===== config.mk =====
export PLATFORM = sky130hd
export DESIGN_NAME = regfile_mp_flat
export DESIGN_NICKNAME = d
export VERILOG_FILES = /design/src/rtl/regfile_mp_if.sv /design/src/rtl/regfile_mp.sv /design/src/flat_wrapper.sv
export SDC_FILE = /design/constraint.sdc
export NUM_CORES = 2
export LEC_CHECK = 0
export CAP_MARGIN = 20
export CORE_ASPECT_RATIO = 0.8
export CORE_MARGIN = 2
export CORE_UTILIZATION = 47
export DETAILED_ROUTE_END_ITERATION = 8
export SYNTH_ARGS = -nofsm -noshare
export SYNTH_HDL_FRONTEND = slang
export SYNTH_SLANG_ARGS = --single-unit
export TNS_END_PERCENT = 10

===== constraint.sdc =====
create_clock -name clk -period 14.93 [get_ports clk]
set_clock_uncertainty 0.2 [all_clocks]
set_input_delay 2.986 -clock clk [delete_from_list [all_inputs] [get_ports clk]]
set_output_delay 2.986 -clock clk [all_outputs]
set_load 0.03 [all_outputs]

===== src/rtl/regfile_mp_if.sv =====
// Bus bundle for regfile_mp: NREAD combinational read lanes, two write ports, busy flag.
interface regfile_mp_if #(
   parameter int AWIDTH = 6,
   parameter int DWIDTH = 32,
   parameter int NREAD  = 2
);
   logic [NREAD*AWIDTH-1:0] ra;
   logic [NREAD*DWIDTH-1:0] rd;
   logic                    we0;
   logic [AWIDTH-1:0]       wa0;
   logic [DWIDTH-1:0]       wd0;
   logic                    we1;
   logic [AWIDTH-1:0]       wa1;
   logic [DWIDTH-1:0]       wd1;
   logic                    busy;

   modport master (output ra, we0, wa0, wd0, we1, wa1, wd1, input rd, busy);
   modport slave  (input ra, we0, wa0, wd0, we1, wa1, wd1, output rd, busy);
endinterface


===== src/rtl/regfile_mp.sv =====
// Multi-port register file with post-reset clear sweep and optional zero register.
// Define REGFILE_BYPASS_EN to forward same-cycle write data onto matching read lanes.
module regfile_mp #(
   parameter int AWIDTH   = 6,
   parameter int DWIDTH   = 32,
   parameter int NREAD    = 2,
   parameter int ZERO_REG = 0
) (
   input  logic         clk,
   input  logic         rst,
   regfile_mp_if.slave  rf
);
   localparam int DEPTH = 2**AWIDTH;

   typedef enum logic {S_CLEAR, S_IDLE} state_e;

   state_e              state_q;
   logic [AWIDTH-1:0]   ptr_q;
   logic [DWIDTH-1:0]   mem_q [DEPTH];
   logic                busy;
   logic                wen0, wen1;
   logic [NREAD-1:0][DWIDTH-1:0] rd_lane;

   assign busy    = rst || (state_q == S_CLEAR);
   assign rf.busy = busy;

   // Writes to entry 0 are dropped when it is hardwired; gated off during the sweep.
   assign wen0 = rf.we0 && !busy && !((ZERO_REG != 0) && (rf.wa0 == '0));
   assign wen1 = rf.we1 && !busy && !((ZERO_REG != 0) && (rf.wa1 == '0));

   always_ff @(posedge clk) begin
      if (rst) begin
         state_q <= S_CLEAR;
         ptr_q   <= '0;
      end else if (state_q == S_CLEAR) begin
         mem_q[ptr_q] <= '0;
         if (ptr_q == AWIDTH'(DEPTH-1)) state_q <= S_IDLE;
         else                           ptr_q   <= ptr_q + AWIDTH'(1);
      end else begin
         // Port 1 assigned last so it wins an address conflict.
         if (wen0) mem_q[rf.wa0] <= rf.wd0;
         if (wen1) mem_q[rf.wa1] <= rf.wd1;
      end
   end

   for (genvar i = 0; i < NREAD; i++) begin : g_rd
      logic [AWIDTH-1:0] a;
      assign a = rf.ra[i*AWIDTH +: AWIDTH];
      always_comb begin
         rd_lane[i] = mem_q[a];
`ifdef REGFILE_BYPASS_EN
         if (wen0 && rf.wa0 == a) rd_lane[i] = rf.wd0;
         if (wen1 && rf.wa1 == a) rd_lane[i] = rf.wd1;
`endif
         if ((ZERO_REG != 0) && a == '0) rd_lane[i] = '0;
         if (busy)                       rd_lane[i] = '0;
      end
   end

   assign rf.rd = rd_lane;
endmodule


===== src/flat_wrapper.sv =====
// flat-port wrapper written by rule: the top's interface ports become plain ports
module regfile_mp_flat 
#(
   parameter int AWIDTH   = 6,
   parameter int DWIDTH   = 32,
   parameter int NREAD    = 2,
   parameter int ZERO_REG = 0
)
  (clk, rst, rf_ra, rf_we0, rf_wa0, rf_wd0, rf_we1, rf_wa1, rf_wd1, rf_rd, rf_busy);
  regfile_mp_if #(.AWIDTH(AWIDTH), .DWIDTH(DWIDTH), .NREAD(NREAD)) rf_i ();
  input  logic clk;
  input  logic rst;
  input wire logic [$bits(rf_i.ra)-1:0] rf_ra;
  input wire logic [$bits(rf_i.we0)-1:0] rf_we0;
  input wire logic [$bits(rf_i.wa0)-1:0] rf_wa0;
  input wire logic [$bits(rf_i.wd0)-1:0] rf_wd0;
  input wire logic [$bits(rf_i.we1)-1:0] rf_we1;
  input wire logic [$bits(rf_i.wa1)-1:0] rf_wa1;
  input wire logic [$bits(rf_i.wd1)-1:0] rf_wd1;
  output wire logic [$bits(rf_i.rd)-1:0] rf_rd;
  output wire logic [$bits(rf_i.busy)-1:0] rf_busy;
  assign rf_i.ra = rf_ra;
  assign rf_i.we0 = rf_we0;
  assign rf_i.wa0 = rf_wa0;
  assign rf_i.wd0 = rf_wd0;
  assign rf_i.we1 = rf_we1;
  assign rf_i.wa1 = rf_wa1;
  assign rf_i.wd1 = rf_wd1;
  assign rf_rd = rf_i.rd;
  assign rf_busy = rf_i.busy;
  regfile_mp #(.AWIDTH(AWIDTH), .DWIDTH(DWIDTH), .NREAD(NREAD), .ZERO_REG(ZERO_REG)) u_core (.clk(clk), .rst(rst), .rf(rf_i));
endmodule

* Word-level counts from Yosys, hierarchy flattened
Memories as Yosys holds them, arrays and structs flattened.
Index checks and enable logic that the tools add are counted.
** Storage, ports and cells
- Bits in registers :: 7
- Memory bits (writable) :: 2048
- Input port bits :: 92
- Output and inout bits :: 65
- Word-level logic and storage cells :: 31
- Memories :: 1
** Cells by class
- $add $sub $neg :: 1
- Eq/ne operators :: 1
- Multiplexer cells :: 18
- Bitwise gates (word level) :: 2
- Reduce and logical (&&, ||, !) cells :: 6
** Memory list
- u_core.mem_q :: words 64, bits a word 32, read ports 2, clocked after Yosys merged registers in 0, write ports 2, line regfile_mp.sv:19 : logic [DWIDTH-1:0] mem_q [DEPTH];
** Operators by type and width (count)
- 32-bit 2-to-1 mux :: 3
- 32-bit OR reduction :: 1
- 1-bit 2-to-1 mux :: 14
- 6-bit by 1-bit adder with 6-bit output (second input constant) :: 1
- 6-bit == test (second input constant) :: 1
- 6-bit 2-to-1 mux :: 1
- 1-bit logical AND :: 2
- 1-bit inverter :: 2
- 2-bit AND reduction :: 1
- 1-bit zero test :: 1
- 1-bit logical OR :: 1

* Logic depth before layout (Yosys ltp)
- Depth in word-level cells :: 10
- Depth in mapped cells :: 10
- Depth with buffers taken out :: 6

* Least setup slack after synthesis
Ideal clock, no wire load.
- Path type :: input to output
- Start point :: input rf_ra[1]
- End point :: output rf_rd[12]
- Data arrival time :: 5701 ps
- Data required time :: 11744 ps
- Path slack :: 6043 ps
- Cell stages on the path :: 9
- Path buffers :: 5
- Cell sequence :: buf_4 -> buf_2 -> buf_4 -> buf_4 -> buf_2 -> nand2_1 -> a21oi_1 -> nor3_1 -> a2111oi_0
** Between the ends
- Longest elaborated chain between the ends :: 2
** Ends and longest elaborated chain
- start, declared :: line flat_wrapper.sv:13 : input wire logic [$bits(rf_i.ra)-1:0] rf_ra;
- memory read 64 x 32 bit
- 32-bit 2-to-1 mux :: line regfile_mp.sv:56 : if (busy) rd_lane[i] = '0;
- end, declared :: line flat_wrapper.sv:20 : output wire logic [$bits(rf_i.rd)-1:0] rf_rd;
Every way passes these cells.

* Final worst setup path
- Start point :: input rf_ra[1]
- End point :: output rf_rd[2]
Same word-level chain as after synthesis.

==> flow_metrics.env <==
export IMPL_outcome="finished, final reports clean"
export IMPL_antenna_found_initial=34
export IMPL_yosys_warnings=0
export IMPL_die_h_um=453
export IMPL_area_growth_pct=9.88
export IMPL_grtUsageTotal=0.405
export IMPL_cts_clk_slew_worst_paths_ps=70
export IMPL_multi_input_area_sq_mm=0.0530
export IMPL_cp_start_kind="primary input"
export IMPL_powerDensity_mw_per_mm2=97.9
export IMPL_worstPathMaxFanout=58
export IMPL_min_period_ps=11300
export IMPL_top_layer="met5"
export IMPL_dieArea_sq_mm=0.256
export IMPL_wl_met1_um=180000
export IMPL_period_share=0.757
export IMPL_synth_ff_type="edfxtp_1"
export IMPL_die_w_um=566
export IMPL_async_reset_ff_frac=0
export IMPL_hp_class="flop to flop"
export IMPL_grt_max_degree=91
export IMPL_grt_pass1_wl_um=708000
export IMPL_cts_tree="built"
export IMPL_syn_cell_area_sq_mm=0.119
export IMPL_drv_cap=0
export IMPL_drt_wl_total_um=526000
export IMPL_cts_root_buf="clkbuf_16"
export IMPL_seqCellArea_sq_mm=0.0616
export IMPL_synth_edff_count=2048
export IMPL_maxSlewHeadroom=0.137
export IMPL_path_common_cell="buf_4"
export IMPL_vdd_drop_max_mv=0.109
export IMPL_clock_path_buffers=4
export IMPL_postCtsSetupRepairBufs=0
export IMPL_comb_power_share=0.070
export IMPL_syn_num_nets=9207
export IMPL_drtIter0Drc=18800
export IMPL_slowest_delay_ps=870
export IMPL_final_common_cell="edfxtp_1"
export IMPL_fmax_mhz=88.5
export IMPL_critical_path_required_ps=11740
export IMPL_seq_power_share=0.491
export IMPL_mostFrequentLayoutCells="edfxtp_1, nand2_1, o21ai_0, mux4_2, mux2_2"
export IMPL_initial_utilization=0.474
export IMPL_grt_pass1_vias=84400
export IMPL_switchingPower_mw=3.05
export IMPL_hold_buffers=0
export IMPL_drt_pass1_iterations=7
export IMPL_slew_viol_final=0
export IMPL_rsz0062_at_grt="false"
export IMPL_setup_viol=0
export IMPL_wl_met2_um=214000
export IMPL_io_buffers=156
export IMPL_synth_cell_types=75
export IMPL_ctsHtreeMaxLevel=4
export IMPL_vias_per_cell=7.48
export IMPL_ys_seq_elements=2055
export IMPL_nets=8805
export IMPL_route_antenna_remaining_nets=0
export IMPL_switching_share=0.239
export IMPL_cp_arrival_ps=8120
export IMPL_cp_slowest_cell="a211oi_1"
export IMPL_drt_wirelength_per_cell_um=43.1
export IMPL_num_fill_cells=20800
export IMPL_vias=91400
export IMPL_p_int_mw=9.71
export IMPL_hpwl_um=297000
export IMPL_worst_slew_pin_slew_ps=1290
export IMPL_worstSkewPairLatency_ps=880
export IMPL_synth_seq_area_share=0.520
export IMPL_numCtsBuffers=218
export IMPL_hold_violations=0
export IMPL_core_sq_mm=0.250
export IMPL_wl_met3_um=94700
export IMPL_place_congestion=0.940
export IMPL_rows=164
export IMPL_power_frac_clock=0.439
export IMPL_p_leak_nw=45.9
export IMPL_remaining_drc_errors=0
export IMPL_path_cells="buf_8 > buf_4 > buf_4 > buf_4 > mux4_2 > mux2i_1 > mux2_2 > a211oi_1 > a221o_1 > clkdlybuf4s50_1"
export IMPL_ios=157
export IMPL_endpoint_kind="output pin"
export IMPL_postSynthAreaPerCell_sq_um=13.0
export IMPL_grt_ovfl_total=0
export IMPL_clock_sinks=2055
export IMPL_tns_ps=0
export IMPL_cts_resized=0
export IMPL_path_class="primary input to output pin"
export IMPL_final_util=0.521
export IMPL_syn_inst=9114
export IMPL_final_layout_size_suffix_gt1_frac=0.282
## kinds of logic (layout without fill, tap and decap cells)
logic type	count (synthesis)	after routing	share of synthesized area
other cells	0	24	0
mux	1823	1823	0.274
compound gates	2002	2002	0.0927
fa+ha+maj	1	1	0.000105
buf+inv	1161	930	0.0432
xor+xnor	5	5	0.000369
flops	2055	2055	0.520
simple gates	2067	2067	0.0703
## layer usage
metal  global-route usage  up-vias
met3                0.172     1799
met4                0.239       26
met2                0.550     9320
li1                     -    34400
met1                0.538    45800
met5              0.00149        -
## stage by stage
| stage | total power [mW] | hold slack (ps) | cells | area, sq um | setup slack (ps) |
|---|---|---|---|---|---|
| 2_1_floorplan | 6.93 | 342 | 9114 | 119000 | 6040 |
| 3_3_place_gp | 7.24 | 372 | 11800 | 123000 | 3830 |
| 3_5_place_dp | 7.25 | 376 | 11800 | 123000 | 3760 |
| 4_1_cts | 12.7 | 396 | 12200 | 130000 | 3760 |
| 5_1_grt | 13.0 | 440 | 12200 | 130000 | 3720 |
| 6_report | 12.8 | 393 | 12200 | 130000 | 3630 |
## power groups by stage
stage	clock network, mW	logic (mW)	registers [mW]
final	5.60	0.890	6.27
after global routing	5.79	0.895	6.27
after CTS	5.58	0.854	6.27
after detailed placement	0	0.852	6.40
after global placement	0	0.848	6.40
after floorplan	0	0.540	6.39
## cell usage after synthesis (all sizes together) (4+ instances only)
cell     number  area share
o31ai         4     0.00025
o21ai      1581       0.067
o221ai        7     0.00052
nand2b       13     0.00069
xor2          4     0.00030
o22ai        49      0.0026
a31oi        32      0.0017
a32oi        19      0.0014
nor3         48      0.0021
a2111oi       9     0.00068
or2           4     0.00021
a211o         7     0.00052
nand3b       14     0.00089
clkbuf      745       0.024
mux2i       196       0.017
mux2        544       0.052
nand4         4     0.00021
o311ai        6     0.00044
a22oi        71      0.0045
edfxtp     2048        0.52
nand3        34      0.0014
or3           5     0.00026
a22o         35      0.0026
o21bai       32      0.0020
a221oi       32      0.0024
a221o         7     0.00059
a211oi       18      0.0011
dfxtp         7      0.0012
nor2         76      0.0027
o211ai       10     0.00063
mux4       1083        0.21
and3          7     0.00037
nor2b        22      0.0012
nor4         16     0.00097
a21oi        65      0.0027
buf         408       0.019
and2         51      0.0027
nand2      1764       0.056
inv           6     0.00019
## final cells by class
type / instances / area share
clock inverter: 132 / 0.00952
multi-input combinational: 5898 / 0.406
antenna: 24 / 0.000461
sequential: 2055 / 0.473
clock buffer: 259 / 0.0441
inverter: 8 / 0.000288
timing repair buffer: 531 / 0.0345
tap: 3320 / 0.0319
## sequential cells by signal, summed over array words and instances (netlist names)
signal	flops
u_core.ptr_q	6
u_core.mem_q	2048
u_core.state_q	1
## critical path: cells and delay by family
family / cells / cell delay [ps]
AOI/OAI and AO/OA: 2 / 1160
buffers and inverters: 5 / 3030
muxes: 3 / 680
## path summary, 6_finish.rpt
kind | from | end | slack (ps) | depth (start not counted)
max reg2reg | u_core.state_q$_SDFF_PP0_ | u_core.mem_q[0][6]$_DFFE_PP_ | 9080 | 8
max | rf_ra[1] | rf_rd[2] | 3630 | 10
min | u_core.ptr_q[4]$_SDFFE_PP0P_ | u_core.ptr_q[4]$_SDFFE_PP0P_ | 390 | 2
min reg2reg | u_core.ptr_q[4]$_SDFFE_PP0P_ | u_core.ptr_q[4]$_SDFFE_PP0P_ | 390 | 2
Note: power is estimated with default switching activity, not from simulation.
